[config.mk]
export PLATFORM = sky130hd
export DESIGN_NAME = spike_rate_decoder
export DESIGN_NICKNAME = d
export VERILOG_FILES = /design/src/rtl/spike_rate_decoder.sv
export SDC_FILE = /design/constraint.sdc
export NUM_CORES = 1
export LEC_CHECK = 0
export CORE_ASPECT_RATIO = 1.75
export CORE_MARGIN = 2
export CORE_UTILIZATION = 45
export DETAILED_ROUTE_END_ITERATION = 8
export GPL_ROUTABILITY_DRIVEN = 0
export PLACE_DENSITY = 0.64
export SLEW_MARGIN = 20
export SYNTH_ARGS = -nofsm -noshare
export SYNTH_HDL_FRONTEND = slang
export SYNTH_SLANG_ARGS = --single-unit
[constraint.sdc]
create_clock -name clk -period 4.1 [get_ports clk]
set_input_delay 0.41 -clock clk [delete_from_list [all_inputs] [get_ports clk]]
set_output_delay 0.41 -clock clk [all_outputs]
set_load 0.1 [all_outputs]
[src/rtl/spike_rate_decoder.sv]
// spike_rate_decoder
//
// Spike-train rate decoder. Counts spikes per channel over fixed windows of
// WIN_TICKS enabled clock ticks. At each window close the counts are
// snapshotted into shadow registers and streamed out one channel per beat on
// a valid/ready interface.
//
// Optional feature macro: SPIKE_DEC_EMA_EN
//   Defined     -> per-channel exponential moving average of the accepted
//                  counts, unsigned fixed point (W bits, Q fractional bits),
//                  presented on out_ema alongside each beat.
//   Not defined -> no EMA state; out_ema is tied to 0.
//
// Parameters
//   N_CH      number of spike channels
//   WIN_TICKS window length in enabled ticks (>= 2)
//   CNT_W     per-channel count width; counts saturate at 2^CNT_W-1
//   EMA_SHIFT EMA smoothing shift (EMA build only)
//   W, Q      EMA word width / fractional bits, matching the LIF fixed-point
//             format used by the neuron datapath
//
// Ports
//   clk         system clock, all state on posedge
//   rst_n       asynchronous active-low reset
//   en          1: advance tick counter and count spikes; 0: hold window
//   spikes      one bit per channel, sampled while en=1
//   out_valid   snapshot beat available
//   out_ready   consumer accepts beat
//   out_ch      channel index of the current beat
//   out_count   snapshotted count for out_ch
//   out_last    current beat is channel N_CH-1
//   out_ema     smoothed count for out_ch (0 without the EMA build)
//   win_done    one-cycle pulse the cycle after each window close
//   overrun     sticky: a snapshot was dropped because a drain was in flight
//   clr_overrun clears overrun (a simultaneous new overrun wins)

module spike_rate_decoder #(
    parameter int N_CH      = 2,
    parameter int WIN_TICKS = 1000,
    parameter int CNT_W     = 16,
    parameter int EMA_SHIFT = 3,
    parameter int W         = 16,
    parameter int Q         = 8,
    localparam int IDX_W    = (N_CH > 1) ? $clog2(N_CH) : 1
) (
    input  logic             clk,
    input  logic             rst_n,
    input  logic             en,
    input  logic [N_CH-1:0]  spikes,
    output logic             out_valid,
    input  logic             out_ready,
    output logic [IDX_W-1:0] out_ch,
    output logic [CNT_W-1:0] out_count,
    output logic             out_last,
    output logic [W-1:0]     out_ema,
    output logic             win_done,
    output logic             overrun,
    input  logic             clr_overrun
);

    localparam int               TICK_W    = $clog2(WIN_TICKS);
    localparam logic [TICK_W-1:0] LAST_TICK = TICK_W'(WIN_TICKS - 1);
    localparam logic [IDX_W-1:0]  LAST_IDX  = IDX_W'(N_CH - 1);
    localparam logic [CNT_W-1:0]  CNT_MAX   = '1;

    typedef enum logic {IDLE = 1'b0, SEND = 1'b1} state_t;

    logic [TICK_W-1:0] tick_reg, tick_next;
    logic [CNT_W-1:0]  cnt_reg    [N_CH];
    logic [CNT_W-1:0]  cnt_next   [N_CH];
    logic [CNT_W-1:0]  cnt_inc    [N_CH];
    logic [CNT_W-1:0]  shadow_reg [N_CH];
    state_t            state_reg, state_next;
    logic [IDX_W-1:0]  idx_reg, idx_next;
    logic              win_done_reg;
    logic              overrun_reg;

    logic close;
    logic handshake;
    logic last_beat;
    logic accept_snap;
    logic drop_snap;

    assign close       = en && (tick_reg == LAST_TICK);
    assign handshake   = (state_reg == SEND) && out_ready;
    assign last_beat   = handshake && (idx_reg == LAST_IDX);
    // A close landing on the final handshake hands over straight into the
    // next burst, so only a close during a mid-drain beat is dropped.
    assign accept_snap = close && ((state_reg == IDLE) || last_beat);
    assign drop_snap   = close && !accept_snap;

    // ---------------------------------------------------------------- ticks
    always_comb begin
        tick_next = tick_reg;
        if (en) begin
            tick_next = close ? '0 : tick_reg + TICK_W'(1);
        end
    end

    always_ff @(posedge clk or negedge rst_n) begin
        if (!rst_n) begin
            tick_reg <= '0;
        end else begin
            tick_reg <= tick_next;
        end
    end

    // ---------------------------------------------------- live / shadow counts
    genvar gi;
    generate
        for (gi = 0; gi < N_CH; gi++) begin : g_cnt
            // cnt_inc includes the spike of the current edge, so on the close
            // edge it is the final count of the closing window.
            always_comb begin
                cnt_inc[gi] = cnt_reg[gi];
                if (spikes[gi] && (cnt_reg[gi] != CNT_MAX)) begin
                    cnt_inc[gi] = cnt_reg[gi] + CNT_W'(1);
                end
            end

            always_comb begin
                cnt_next[gi] = cnt_reg[gi];
                if (en) begin
                    cnt_next[gi] = close ? '0 : cnt_inc[gi];
                end
            end

            always_ff @(posedge clk or negedge rst_n) begin
                if (!rst_n) begin
                    cnt_reg[gi]    <= '0;
                    shadow_reg[gi] <= '0;
                end else begin
                    cnt_reg[gi] <= cnt_next[gi];
                    if (accept_snap) begin
                        shadow_reg[gi] <= cnt_inc[gi];
                    end
                end
            end
        end
    endgenerate

    // ------------------------------------------------------------- drain FSM
    always_ff @(posedge clk or negedge rst_n) begin
        if (!rst_n) begin
            state_reg <= IDLE;
            idx_reg   <= '0;
        end else begin
            state_reg <= state_next;
            idx_reg   <= idx_next;
        end
    end

    always_comb begin
        state_next = state_reg;
        idx_next   = idx_reg;
        if (handshake) begin
            if (idx_reg == LAST_IDX) begin
                state_next = IDLE;
                idx_next   = '0;
            end else begin
                idx_next = idx_reg + IDX_W'(1);
            end
        end
        if (accept_snap) begin
            state_next = SEND;
            idx_next   = '0;
        end
    end

    always_comb begin
        out_valid = 1'b0;
        out_ch    = '0;
        out_count = '0;
        out_last  = 1'b0;
        if (state_reg == SEND) begin
            out_valid = 1'b1;
            out_ch    = idx_reg;
            out_count = shadow_reg[idx_reg];
            out_last  = (idx_reg == LAST_IDX);
        end
    end

    // --------------------------------------------------------- status flags
    always_ff @(posedge clk or negedge rst_n) begin
        if (!rst_n) begin
            win_done_reg <= 1'b0;
            overrun_reg  <= 1'b0;
        end else begin
            win_done_reg <= close;
            if (drop_snap) begin
                overrun_reg <= 1'b1;
            end else if (clr_overrun) begin
                overrun_reg <= 1'b0;
            end
        end
    end

    assign win_done = win_done_reg;
    assign overrun  = overrun_reg;

    // ------------------------------------------------------------------- EMA
`ifdef SPIKE_DEC_EMA_EN
    // Intermediate width holds count<<Q or the EMA plus a sign and guard bit.
    localparam int DW = (((CNT_W + Q) > W) ? (CNT_W + Q) : W) + 2;
    localparam logic signed [DW-1:0] EMA_MAX = DW'((64'd1 << W) - 64'd1);

    logic [W-1:0] ema_reg  [N_CH];
    logic [W-1:0] ema_next [N_CH];

    generate
        for (gi = 0; gi < N_CH; gi++) begin : g_ema
            logic [DW-1:0]        tgt_u;
            logic [DW-1:0]        cur_u;
            logic signed [DW-1:0] diff_s;
            logic signed [DW-1:0] sum_s;

            always_comb begin
                tgt_u  = DW'(cnt_inc[gi]) << Q;
                cur_u  = DW'(ema_reg[gi]);
                diff_s = $signed(tgt_u) - $signed(cur_u);
                sum_s  = $signed(cur_u) + (diff_s >>> EMA_SHIFT);
                if (sum_s < 0) begin
                    ema_next[gi] = '0;
                end else if (sum_s > EMA_MAX) begin
                    ema_next[gi] = '1;
                end else begin
                    ema_next[gi] = sum_s[W-1:0];
                end
            end

            // Only accepted snapshots feed the average.
            always_ff @(posedge clk or negedge rst_n) begin
                if (!rst_n) begin
                    ema_reg[gi] <= '0;
                end else if (accept_snap) begin
                    ema_reg[gi] <= ema_next[gi];
                end
            end
        end
    endgenerate

    assign out_ema = (state_reg == SEND) ? ema_reg[idx_reg] : '0;
`else
    assign out_ema = '0;
`endif

endmodule

---- Yosys cells after proc, flatten, opt, wreduce, memory -nomap -nowiden ----
Cells that the tools add are included.
storage, ports and cells
  register bits after elaboration ......... 78
  input bits .............................. 7
  output and inout bits ................... 37
cells by class
  add/sub/neg operators ................... 4
  $lt $le $gt $ge ......................... 1
  eq/ne operators ......................... 3
  muxes and demuxes ....................... 19
  bitwise operators ....................... 2
  reductions and logical operators ........ 13
operators with widths
  cell                                                              count
  16-bit two-way mux                                                8
  16-bit by 1-bit adder with 16-bit output (second input constant)  2
  16-bit inequality test (second input constant)                    2
  10-bit by 1-bit adder with 10-bit output (second input constant)  1
  10-bit == test (second input constant)                            1
  1-bit two-way mux                                                 10
  10-bit two-way mux                                                1
  1-bit logical AND                                                 7
  2-bit nonzero test                                                3
  2-bit >= comparator (second input constant)                       1
  1-bit NOT with 2-bit output                                       1
  2-bit AND reduction                                               1
  1-bit adder (second input constant)                               1
  1-bit logical NOT                                                 1
  1-bit logical OR                                                  1
  1-bit NOT                                                         1

---- Logic depth before layout (Yosys ltp) ----
  depth in word-level cells ............... 7
  gate-level depth with buffers ........... 9

---- Worst setup path after synthesis ----
No wires, ideal clock.
  path type ............................... flip-flop to output port
  start ................................... register state_reg
  end ..................................... output out_count[10]
  data arrival time ....................... 2847 ps
  slack ................................... 843 ps
  stages on the path, launching flop included .. 4
  cells stage by stage .................... dfrtp_1 > clkbuf_1 > clkbuf_1 > nor2b_1
between the ends
  cells in the longest elaborated chain, start to end .. 1
ends and longest elaborated chain
  element                 RTL line  source
  from (decl)             73        state_t state_reg, state_next;
  from (signal assigned)  148       state_reg <= state_next;
  16-bit two-way mux      175       if (state_reg == SEND) begin
  to (decl)               53        output logic [CNT_W-1:0] out_count,
No other way between the ends.

---- Final worst setup path ----
  start ................................... register state_reg
  end ..................................... output out_last
between the ends
  cells in the longest elaborated chain, start to end .. 1
ends and longest elaborated chain
  element            RTL line  source
  1-bit two-way mux  175
  to (decl)          54        output logic out_last,
No other way between the ends.

==> impl_metrics.csv <==
group,metric,value,unit
routing,post-route-drc-count,0,
die,start_util,46.2,%
layout,syn2layout_area_growth,11.4,%
pwr,leakagePower,0.00213,uW
pwr,pwr_density_cell,412,nW/um^2
routing,initialDrtViolationCount,175,
layout,fillers,944,
synthesis,synth_cells,488,
place,hpwlAfterDp,6760,um
sta,setup_viol_count_final,0,
synthesis,syn_area,4550,sq um
sta,timing.final.ws_setup,1260,ps
worst_setup_path,slowest_stage,"clkdlybuf4s50_1",
sta,rsz0062_at_grt,"false",
cts,clock_latency,340,ps
worst_setup_path,crit_type,"flop to output port",
synthesis,ys_seq_elements,78,
global_routing,grt_max_degree,79,
die,die_height,137,um
synthesis,yosys_warnings,0,
place,dp_cells,613,
worst_setup_path,cp.required,3690,ps
routing,routed_wl,9610,um
routing,drt-pass1-iter-count,4,
worst_setup_path,crit_family,"buffers and inverters",
worst_setup_path,critical_path.max_stage_delay,1130,ps
die,io_pins,44,
cts,postCtsHoldBufs,0,
sta,tightest_slew,977,ps
routing,wl_per_cell,15.3,um
routing,avgViaCountPerCell,5.54,
place,preCtsSetupSlack,1190,ps
cts,path_clk_slew,60,ps
min_path,hold_path.class,"primary input to asynchronous set/reset pin",
cts,cts_tree,"built",
global_routing,grt_pass1_wl,16400,um
worst_setup_path,arrival,2430,ps
layout,multiInputGateArea,2310,sq um
sta,fin_crit,2840,ps
layout,final_common_cell,"dfrtp_1",
synthesis,syn_area_per_cell,9.32,sq um
synthesis,ys_types,63,
worst_setup_path,end_kind,"output port",
cts,cts_resized,0,
cts,clock-sinks,78,
routing,vias,3482,
layout,final_cell_mix,"dfrtp_1, nand2_1, o21ai_0",
layout,antenna_cells,0,
layout,seq_area,1950,sq um
global_routing,grt_pass1_vias,3352,
worst_setup_path,path_buf_inv,1,
pwr,power,2090,uW
place,io_buffers,27,
flow_run,max-cap-violations,0,
die,die-area,11000,sq um
global_routing,antenna_found_initial,0,
cts,clk_path_buf_depth,2,
synthesis,yosysSeqAreaShare,42.9,%
synthesis,synth_top_flop_cell,"dfrtp_1",
sta,tns,0,ps
global_routing,grt.total_usage,19.4,%
sta,fmax,352,MHz
layout,utilization,51.4,%
cts,cts_setup_buffers,0,
synthesis,synth_edf_count,0,
sta,slew_viol_final,0,
layout,final_net_count,509,
die,fp-row-count,48,
sta,period_share,69.2,%
run_status,status,"finished clean",
die,core,9850,sq um
global_routing,overflow,0,
pwr,ir_worst_vdd,0.228,mV
worst_setup_path,path_max_fanout,22,
layout,instances_no_fill,629,
cts,cts_buffers,9,
synthesis,synth_async_sr_flop_share,100,%
cts,cts_root_buf,"clkbuf_16",
sta,report.final.hold_viol_count,0,
sta,skew,6.28,ps
sta,slew_headroom,34.7,%
routing,postRouteAntennaNets,0,
cts,htree_num_levels,3,
worst_setup_path,crit_path_start_kind,"flop",
worst_setup_path,cp_cell_sequence,"and2_1 > clkdlybuf4s50_1",
die,die_w,80.0,um
layout,layout-drive-gt1-share,8.93,%
[logic make-up (layout without fill, tap and decap cells)]
family                     after synthesis  count (layout)  synth area share [%]
AOI/OAI and AO/OA                      105             105                  15.6
buffers and inverters                   58              59                  7.62
and+or+nand+nor                        196             196                  23.4
DFF                                     78              78                  42.9
xor gates and xnor gates                29              29                  5.58
adders and majority gates                3               3                 0.825
other                                    1              16                0.0824
muxes                                   18              18                  3.99
[where the power goes]
group | internal, uW | switching, uW
combinational | 119 | 195
clock | 504 | 309
sequential | 841 | 119
total | 1460 | 624
[path summary, 6_finish.rpt]
check	slack (ps)	from	endpoint	depth (start not counted)
setup / recovery	1260	state_reg	out_last	2
setup reg to reg	1470	tick_reg[0]	shadow_reg[27]	7
max in group asynchronous	3500	rst_n	overrun	1
hold reg to reg	470	shadow_reg[20]	shadow_reg[20]	2
min in group clk	470	shadow_reg[20]	shadow_reg[20]	2
hold / removal	90	rst_n	cnt_reg[29]	1
[synthesized netlist by cell type (3+ instances only)]
library cell,count,area share (%)
dfrtp_1,78,43
nand2_1,57,4.7
o21ai_0,30,3.3
nand3_1,24,2.6
nor2_1,23,1.9
nor2b_1,22,3.0
nand4_1,20,2.8
buf_4,18,3.0
mux2i_1,17,3.7
xor2_1,15,2.9
xnor2_1,14,2.7
o21ai_1,12,1.3
a31oi_1,11,1.5
buf_2,11,1.2
clkbuf_1,11,0.91
and3_1,10,1.4
a21oi_1,9,0.99
inv_1,9,0.74
o31ai_1,7,1.2
a22o_1,6,1.2
buf_6,6,1.5
and2_1,5,0.69
nand2b_1,5,0.69
nor3_1,5,0.55
a21o_1,4,0.66
o311ai_0,4,0.77
or3_1,4,0.55
and4_1,3,0.58
ha_1,3,0.83
nand4b_1,3,0.58
[per-stage QoR]
| step | cell area, sq um | hold slack, ps |
|---|---|---|
| 3_5_place_dp | 4760 | 469 |
| 3_3_place_gp | 4740 | 464 |
| 5_1_grt | 5070 | 156 |
| 4_1_cts | 5060 | 286 |
| 2_1_floorplan | 4610 | 114 |
| 6_report | 5070 | 87.3 |
[per-layer routing]
metal / vias up / track usage, % / wire, um
met5: - / 0 / 0
met4: 0 / 8.76 / 250
met3: 17 / 3.76 / 286
met2: 70 / 33.3 / 4940
met1: 1659 / 23.1 / 4130
li1: 1736 / - / -
[cell type report]
class                           count  area share [%]
Multi-Input combinational cell    367            45.5
Inverter                           10           0.765
Clock inverter                      3           0.840
Timing Repair Buffer               33            6.12
Tap cell                          125            3.09
Sequential cell                    78            38.5
Clock buffer                       13            5.14
No activity file was read; power rests on OpenSTA's default activity.
